`src/rtl/mac_pkg.sv`:
```
// Shared widths, width helpers and the register bundles of the MAC accumulator.
// The struct fields are sized from the package defaults used by mac_accumulator.
package mac_pkg;

    localparam int MAC_P     = 8;
    localparam int MAC_GUARD = 8;

    function automatic int acc_width(input int p, input int guard);
        return 2 * p + guard;
    endfunction

    function automatic int cnt_width(input int w);
        return (w < 1) ? 1 : w;
    endfunction

    localparam int MAC_ACC_W = acc_width(MAC_P, MAC_GUARD);
    localparam int MAC_CNT_W = cnt_width(16);

    typedef struct packed {
        logic [MAC_P-1:0] a;
        logic [MAC_P-1:0] b;
        logic             last;
    } s1_t;

    typedef struct packed {
        logic [MAC_ACC_W-1:0] acc;
        logic [MAC_CNT_W-1:0] count;
        logic                 overflow;
    } res_t;

endpackage

```
`src/rtl/multiplier.sv`:
```
// Combinational unsigned P x P multiplier with a selectable architecture.
// ARCH_TYPE 0 is the plain operator; any other value uses a carry-save array.
module multiplier #(
    parameter int PARALLELISM = 8,
    parameter int ARCH_TYPE   = 2
) (
    input  logic [PARALLELISM-1:0]   a,
    input  logic [PARALLELISM-1:0]   b,
    output logic [2*PARALLELISM-1:0] product
);

    localparam int W = 2 * PARALLELISM;

    generate
        if (ARCH_TYPE == 0) begin : g_behavioural
            assign product = W'(a) * W'(b);
        end else begin : g_csa
            logic [W-1:0] s;
            logic [W-1:0] c;
            logic [W-1:0] pp;
            logic [W-1:0] ns;

            // Partial products are folded into a redundant sum/carry pair; one final add resolves it.
            always_comb begin
                s  = '0;
                c  = '0;
                pp = '0;
                ns = '0;
                for (int i = 0; i < PARALLELISM; i++) begin
                    pp = (W'(a) & {W{b[i]}}) << i;
                    ns = s ^ c ^ pp;
                    c  = ((s & c) | (s & pp) | (c & pp)) << 1;
                    s  = ns;
                end
                product = s + c;
            end
        end
    endgenerate

endmodule

```
`src/rtl/mac_accumulator.sv`:
```
// Pipelined multiply-accumulate: operand register, multiplier, product register,
// then a per-frame accumulator that hands one result per frame downstream.
module mac_accumulator
    import mac_pkg::*;
#(
    parameter int PARALLELISM = MAC_P,
    parameter int ARCH_TYPE   = 2,
    parameter int ACC_GUARD   = MAC_GUARD,
    parameter int CNT_W       = MAC_CNT_W
) (
    input  logic                                          clk,
    input  logic                                          rst_n,
    input  logic                                          clear,
    input  logic                                          in_valid,
    output logic                                          in_ready,
    input  logic [PARALLELISM-1:0]                        in_multiplicand,
    input  logic [PARALLELISM-1:0]                        in_multiplier,
    input  logic                                          in_last,
    output logic                                          out_valid,
    input  logic                                          out_ready,
    output logic [acc_width(PARALLELISM, ACC_GUARD)-1:0]  out_acc,
    output logic [cnt_width(CNT_W)-1:0]                   out_count,
    output logic                                          out_overflow
);

    localparam int ACC_W = acc_width(PARALLELISM, ACC_GUARD);
    localparam int PW    = 2 * PARALLELISM;

    // Handshake: a transfer happens on a rising edge where valid && ready; valid
    // never depends on ready, and the payload holds while valid && !ready.
    logic             adv;
    s1_t              s1;
    logic             s1_valid;
    logic [PW-1:0]    prod;
    logic [PW-1:0]    s2_prod;
    logic             s2_valid;
    logic             s2_last;
    logic [ACC_W-1:0] acc;
    logic [CNT_W-1:0] cnt_acc;
    logic             ovf_acc;
    logic             first;
    res_t             res;

    logic [ACC_W-1:0] acc_base;
    logic [ACC_W:0]   sum;
    logic             ovf_next;
    logic [CNT_W-1:0] cnt_next;

    // The stall is global: the whole pipeline freezes while a result waits.
    assign adv      = !(out_valid && !out_ready);
    assign in_ready = adv;

    multiplier #(
        .PARALLELISM (PARALLELISM),
        .ARCH_TYPE   (ARCH_TYPE)
    ) u_mult (
        .a       (s1.a),
        .b       (s1.b),
        .product (prod)
    );

    always_comb begin
        acc_base = '0;
        if (!first) acc_base = acc;
        sum      = {1'b0, acc_base} + (ACC_W + 1)'(s2_prod);
        ovf_next = (!first && ovf_acc) || sum[ACC_W];
        if (first)         cnt_next = CNT_W'(1);
        else if (&cnt_acc) cnt_next = cnt_acc;
        else               cnt_next = cnt_acc + CNT_W'(1);
    end

    always_ff @(posedge clk or negedge rst_n) begin
        if (!rst_n) begin
            s1        <= '0;
            s1_valid  <= 1'b0;
            s2_prod   <= '0;
            s2_valid  <= 1'b0;
            s2_last   <= 1'b0;
            acc       <= '0;
            cnt_acc   <= '0;
            ovf_acc   <= 1'b0;
            first     <= 1'b1;
            res       <= '0;
            out_valid <= 1'b0;
        end else if (clear) begin
            s1_valid  <= 1'b0;
            s2_valid  <= 1'b0;
            out_valid <= 1'b0;
            acc       <= '0;
            cnt_acc   <= '0;
            ovf_acc   <= 1'b0;
            first     <= 1'b1;
            res       <= '0;
        end else if (adv) begin
            s1_valid <= in_valid;
            if (in_valid) s1 <= '{a: in_multiplicand, b: in_multiplier, last: in_last};
            s2_valid <= s1_valid;
            s2_prod  <= prod;
            s2_last  <= s1.last;
            if (out_ready) out_valid <= 1'b0;
            if (s2_valid) begin
                if (s2_last) begin
                    res       <= '{acc: sum[ACC_W-1:0], count: cnt_next, overflow: ovf_next};
                    out_valid <= 1'b1;
                    first     <= 1'b1;
                end else begin
                    acc     <= sum[ACC_W-1:0];
                    cnt_acc <= cnt_next;
                    ovf_acc <= ovf_next;
                    first   <= 1'b0;
                end
            end
        end
    end

    assign out_acc      = res.acc;
    assign out_count    = res.count;
    assign out_overflow = res.overflow;

endmodule

```
`config.mk`:
```
export PLATFORM = sky130hd
export DESIGN_NAME = mac_accumulator
export DESIGN_NICKNAME = d
export VERILOG_FILES = /design/src/rtl/mac_pkg.sv /design/src/rtl/multiplier.sv /design/src/rtl/mac_accumulator.sv
export SDC_FILE = /design/constraint.sdc
export NUM_CORES = 1
export LEC_CHECK = 0
export ABC_CLOCK_PERIOD_IN_PS = 5030
export CORE_UTILIZATION = 54
export DETAILED_ROUTE_END_ITERATION = 10
export PLACE_DENSITY = 0.89
export SLEW_MARGIN = 20
export SYNTH_ARGS = -nofsm -noshare
export SYNTH_HDL_FRONTEND = slang
export SYNTH_HIERARCHICAL = 1
export SYNTH_SLANG_ARGS = --single-unit
```
`constraint.sdc`:
```
create_clock -name clk -period 5.03 [get_ports clk]
set_input_delay 1.2575 -clock clk [delete_from_list [all_inputs] [get_ports clk]]
set_output_delay 1.2575 -clock clk [all_outputs]
set_load 0.005 [all_outputs]
```
==> results of run 1 <==
[path summary, 6_finish.rpt]
check | from | to | slack (ns)
setup / recovery | s1[2] | s2_prod[14] | -0.51
hold / removal | out_count[3] | out_count[3] | 0.48
setup reg to reg | s1[2] | s2_prod[14] | -0.51
hold reg to reg | out_count[3] | out_count[3] | 0.48
max in group asynchronous | rst_n | s2_prod[11] | 3.22
min in group asynchronous | rst_n | s1[9] | 0.90
[layer usage]
layer / vias to the layer above / global-route usage, %
met1: 3652 / 36.8
met3: 91 / 5.65
met2: 391 / 46.2
met5: - / 0
met4: 0 / 12.6
li1: 3322 / -
[timing repair]
item,in CTS,in global routing
setup endpoints to repair,7,7
resized for setup,15,20
pin swaps,18,16
setup buffers,2,3
[per-stage QoR]
stage	setup TNS (ns)	area, um^2	cells	total power, mW
floorplan	-0.168	8430	907	2.81
global placement	-0.349	9280	1132	3.22
detailed placement	-0.821	9280	1132	3.37
CTS	-0.414	9980	1166	4.87
global route	-1.94	10100	1168	5.64
finish	-1.39	10100	1168	5.36
[cell usage in the layout (no fill, tap or decap), types with 16 or more instances in the layout]
cell type | netlist | layout
inv_1 | 43 | 38
buf_4 | 0 | 27
a21oi_1 | 47 | 45
o21ai_0 | 46 | 45
ha_1 | 31 | 28
clkbuf_16 | 0 | 17
fa_2 | 0 | 21
nor3_1 | 17 | 16
fa_1 | 44 | 23
and2_1 | 21 | 19
nand3_1 | 41 | 41
mux2_2 | 35 | 31
clkdlybuf4s50_1 | 0 | 62
dfrtp_1 | 119 | 118
nand2_1 | 132 | 132
nor2b_1 | 27 | 25
nor2_1 | 55 | 55
[power breakdown]
part | internal, mW | switching, mW | total, mW
sequential | 1.09 | 0.106 | 1.19
combinational | 1.38 | 1.47 | 2.84
clock | 0.843 | 0.484 | 1.33
[kinds of logic (layout without fill, tap and decap cells)]
| kind of cell | after synthesis | in the layout | share of synthesized area [%] |
|---|---|---|---|
| XOR/XNOR | 21 | 21 | 2.19 |
| adder cells (fa/ha/maj) | 75 | 75 | 15.1 |
| flip-flops | 120 | 120 | 35.7 |
| AND/OR/NAND/NOR | 349 | 349 | 20.5 |
| buffers and inverters | 96 | 169 | 4.55 |
| AO/OA/AOI/OAI | 203 | 203 | 16.3 |
| multiplexers | 43 | 43 | 5.65 |
[area by class of cell]
cell class              count  area, um^2
multi-input cells         691        5160
repair buffers             92         860
well taps                 188         235
clock inverters            14         196
flip-flops and latches    120        3010
clock buffers              18         439
fillers                  1090        5130
inverters                  45         169
[sequential cells by signal (all words and copies together), names as in the netlist]
| signal | cells |
|---|---|
| acc | 24 |
| cnt_acc | 16 |
| first | 1 |
| out_acc | 24 |
| out_count | 16 |
| out_overflow | 1 |
| out_valid | 1 |
| ovf_acc | 1 |
| s1 | 17 |
| s1_valid | 1 |
| s2_last | 1 |
| s2_prod | 16 |
| s2_valid | 1 |
[critical path: cells and delay by family (launching register included)]
kind,cells,cell delay (ns)
fa+ha+maj,9,3.68
mux,2,0.50
flops,1,0.45
simple gates,3,0.41
compound gates,1,0.20
buf+inv,3,0.19
==> qor.yml, run 1 <==
setup_path:
  slowest_stage: "fa_2"
  rr_worst_depth: 18
  crit_top_cell: "fa_2"
  setup.worst_path.start_class: "flip-flop"
  timing.critical_path.cells: "and2_4 -> ha_4 -> inv_2 -> fa_2 -> fa_2 -> fa_2 -> fa_2 -> fa_1 -> fa_1 -> inv_2 -> ha_4 -> inv_2 -> fa_2 -> nor2b_2 -> o31a_1 -> mux2i_1 -> nand2_1 -> mux2_4"
  crit_fanout: 5
  arrival_ns: 5.85
  crit_type: "flip-flop to flip-flop"
  cp-end-kind: "flip-flop"
  slowest_delay_ns: 0.59
  cp.required_ns: 5.35
clock_tree:
  cts_tree: "yes"
  cts_buffer_depth: 2
  clock_latency_ns: 0.43
  clkTransAtPathRegs_ns: 0.06
  cts_made_buffers: 17
  htreeDepth: 4
  clockRootBuffer: "clkbuf_16"
  holdBufCountCts: 0
  clock-sinks: 120
sta:
  max_freq_mhz: 181
  slew_viol_final: 0
  rsz0062_at_grt: "true"
  relSlewSlack_pct: 39.3
  fin_ws_ns: -0.506
  finClkSkew_ns: 0.00603
  hold_violations: 0
  max_slew.worst_pin.slew_ns: 0.910
  fin_crit_sh_pct: 110
  min_period_ns: 5.54
  final.hold.worst_slack_ns: 0.477
  setup_violations: 7
synthesis:
  ys_types: 82
  synthTopCellsByArea: "dfrtp_1, fa_1, nand2_1"
  yosys.area.top_type: "dfrtp_1"
  synthTopCellsByCount: "nand2_1, dfrtp_1, nor2_1"
  yosysMostFrequentCell: "nand2_1"
  synthesis.area_um2: 8410
  async_reset_ff_share_pct: 100
  ys_warn_count: 6
  synth_flop_cell: "dfrtp_1"
  syn_nets: 1004
  ys_seq_area_share_pct: 35.7
  synth_edf_count: 0
  synth_top_area_share_pct: 35.4
  syn_avg_cell_area_um2: 9.27
  netlist_instances: 907
  ys_seq_elements: 120
hold_path:
  hold_class: "flip-flop to flip-flop"
  whs_path_depth: 2
route:
  dr.pass1.iters: 6
  drtIter0Drc: 948
  wire_per_inst_um: 19.1
  drc_errors: 0
  top_layer_used: "met4"
  via_per_inst: 6.38
  dr_wl_met2_um: 10700
  wl_met1_um: 9000
  route.met3.wl_um: 1670
  totalWireLength_um: 22300
  drtAntennaViolNets: 0
  vias: 7456
floorplanning:
  die_h_um: 127
  die_w_um: 127
  die_area_um2: 16100
  core_area_um2: 15200
  initial_core_util_pct: 55.3
  io_pins: 65
  rows: 45
cells_and_area:
  area_growth_pct: 19.7
  layout.nets: 1064
  antennaDiodeCount: 0
  final_util_pct: 66.2
  layout-drive-gt1-share_pct: 15.9
placed_design:
  hpwl_um: 14000
  port-buffer-count: 64
  pre_cts_slack_ns: -0.394
  gp_congestion: 0.902
power:
  p_per_area_nw_per_um2: 532
  vdd_ir_drop_max_uv: 451
  leakage_nw: 4.15
grt:
  grt-ovfl-total: 0
  track_usage_pct: 28.3
  antenna_found_initial: 0
  grt_max_degree: 61
  grt_pass1_wl_um: 35600
  grt_pass1_vias: 7190
status:
  violations: "setup timing"
  outcome: "finished, violations left"
job:
  drv_cap: 0
Power figures use the tool's default switching activity.
==> run 2, diff against run 1 <==
--- a/config.mk
+++ b/config.mk
@@ -7,6 +7,7 @@
 export LEC_CHECK = 0
 export ABC_CLOCK_PERIOD_IN_PS = 5030
 export CORE_UTILIZATION = 54
+export CTS_CLUSTER_SIZE = 8
 export DETAILED_ROUTE_END_ITERATION = 10
 export PLACE_DENSITY = 0.89
 export SLEW_MARGIN = 20
==> results of run 2 <==
The final DEF is identical to that of run 1; final timing and power are the same.
==> run 3, diff against run 2 <==
--- a/config.mk
+++ b/config.mk
@@ -6,7 +6,9 @@
 export NUM_CORES = 1
 export LEC_CHECK = 0
 export ABC_CLOCK_PERIOD_IN_PS = 5030
+export CORE_ASPECT_RATIO = 1.25
 export CORE_UTILIZATION = 54
+export CTS_CLUSTER_DIAMETER = 100
 export CTS_CLUSTER_SIZE = 8
 export DETAILED_ROUTE_END_ITERATION = 10
 export PLACE_DENSITY = 0.89
==> qor.yml, run 3 (synthesis gave the netlist of run 1 again) <==
power:
  p_per_area_nw_per_um2: 497  # -6.7%
  vdd_ir_drop_max_uv: 505  # +12%
  leakage_nw: 4.14  # -0.20%
setup_path:
  crit_fanout: 6  # +1
  timing.rr.start: "s1[2]"
  cp.required_ns: 5.34  # about the same
  r2r_slack_ns: -0.21  # +0.30 ns
  cp-end-kind: "flip-flop"
  rr_worst_depth: 18  # unchanged
  arrival_ns: 5.54  # -0.31 ns
  setup.worst_path.start_class: "flip-flop"
  crit_type: "flip-flop to flip-flop"
  r2r_end: "s2_prod[14]"
clock_tree:
  holdBufCountCts: 0  # unchanged
  cts_buffer_depth: 2  # unchanged
  cts_made_buffers: 17  # unchanged
  cts_tree: "yes"
  clock_latency_ns: 0.43  # about the same
  clkTransAtPathRegs_ns: 0.05  # about the same
  htreeDepth: 4  # unchanged
  clockRootBuffer: "clkbuf_16"
  clock-sinks: 120  # unchanged
cells_and_area:
  layout-drive-gt1-share_pct: 14.8  # -1.1 points
  fillers: 1132  # +3.9%
  final_cell_mix: "nand2_1, dfrtp_1, clkdlybuf4s50_1"
  layout.cells.most_common: "nand2_1"
  stdcell_area_um2: 10000  # -0.52%
  fin_cells: 1188  # +1.7%
  antennaDiodeCount: 0  # unchanged
  layout.nets: 1064  # unchanged
  area_growth_pct: 19.1
sta:
  rsz0062_at_grt: "true"
  max_freq_mhz: 191  # +5.7%
  finClkSkew_ns: 0.0113  # +0.00528 ns
  hold_violations: 0  # unchanged
  slew_viol_final: 0  # unchanged
  fin_ws_ns: -0.209  # +0.297 ns
  setup_violations: 3  # -4
  max_slew.worst_pin.slew_ns: 0.936  # +0.0254 ns
  fin_crit_sh_pct: 104  # -5.9 points
  min_period_ns: 5.24  # -0.297 ns
  relSlewSlack_pct: 37.5  # -1.8 points
route:
  totalWireLength_um: 21200  # -4.8%
  drtAntennaViolNets: 0  # unchanged
  vias: 7240  # -2.9%
  wire_per_inst_um: 17.9  # -6.4%
  via_per_inst: 6.09  # -4.5%
  dr.pass1.iters: 7  # +1
  drtIter0Drc: 575  # -39%
  drc_errors: 0  # unchanged
floorplanning:
  initial_core_util_pct: 55.8  # +0.46 points
  die_h_um: 142  # +12%
  core_area_um2: 15100  # -0.82%
  die_w_um: 114  # -10%
  die_area_um2: 16100  # about the same
  io_pins: 65  # unchanged
  rows: 50  # +11%
grt:
  grt_pass1_wl_um: 35100  # -1.4%
  antenna_found_initial: 0  # unchanged
  grt_max_degree: 65  # +6.6%
  track_usage_pct: 27.9  # -0.37 points
  grt-ovfl-total: 0  # unchanged
  grt_pass1_vias: 7470  # +3.9%
placed_design:
  hpwl_um: 14200  # +1.7%
  port-buffer-count: 64  # unchanged
  gp_congestion: 0.900  # -0.24%
  place_area_um2: 9300  # +0.13%
  dpl.cell_count: 1152  # +1.8%
status:
  outcome: "finished, violations left"
  violations: "setup timing"
hold_path:
  holdPathEnd: "out_count[6]"
  min_from: "out_count[6]"
  whs_path_depth: 2  # unchanged
  hold_class: "flip-flop to flip-flop"
job:
  drv_cap: 0  # unchanged
==> run 3: worst max-delay path by stage <==
stage                        endpoint  startpoint
after floorplan           s2_prod[14]      s1[16]
after global placement    s2_prod[14]       s1[2]
after detailed placement  s2_prod[14]       s1[2]
after CTS                 s2_prod[14]       s1[2]
after global routing      s2_prod[14]       s1[2]
final                     s2_prod[14]       s1[2]
==> run 3: final cells by class <==
cell class	instances	area (um^2)	area share [%]
clock buffers	25	495	4.95
clock inverters	7	115	1.15
inverters	45	169	1.69
multi-input cells	691	5120	51.2
flip-flops and latches	120	3010	30.0
well taps	208	260	2.60
repair buffers	92	847	8.46
==> run 3: metrics by stage <==
| stage | setup WS, ns | utilization [%] | hold slack (ns) | TNS, ns | power (mW) |
|---|---|---|---|---|---|
| floorplan | -0.168 | - | 0.441 | -0.168 | 2.81 |
| global placement | -0.220 | 61.7 | 0.455 | -0.301 | 3.20 |
| detailed placement | -0.328 | 61.7 | 0.467 | -0.709 | 3.33 |
| CTS | -0.162 | 66.3 | 0.480 | -0.220 | 4.84 |
| global route | -0.314 | 66.4 | 0.496 | -0.850 | 5.30 |
| finish | -0.209 | 66.4 | 0.474 | -0.354 | 4.97 |
==> run 3: critical path: stages (launching register included) <==
cell and delay, ns:
dfrtp_2 0.44, and2_4 0.16, ha_4 0.23, inv_2 0.05, fa_2 0.43, fa_2 0.54
fa_2 0.44, fa_2 0.38, fa_1 0.56, fa_1 0.43, inv_2 0.09, ha_4 0.14
inv_2 0.04, fa_2 0.34, nor2b_2 0.14, o31a_1 0.17, mux2i_1 0.21, nand2_1 0.07
mux2_4 0.26
==> run 3: metal layers <==
layer,wire length [um],up-vias,global-route usage (%)
li1,-,3317,-
met1,8130,3530,31.3
met2,11100,322,49.1
met3,1230,71,5.60
met4,801,0,16.3
met5,0,-,0
==> run 3: report_power, final <==
part	total, mW	internal [mW]	leakage [nW]	switching [mW]
clock	1.26	0.829	0.293	0.431
combinational	2.53	1.27	2.25	1.25
sequential	1.19	1.09	1.59	0.101
total	4.97	3.19	4.14	1.79
==> run 3: what timing repair did <==
item,in CTS,in global routing
setup endpoints to repair,5,6
cloned,0,0
pin swaps,23,6
buffers inserted,3,1
gates resized for setup,21,5
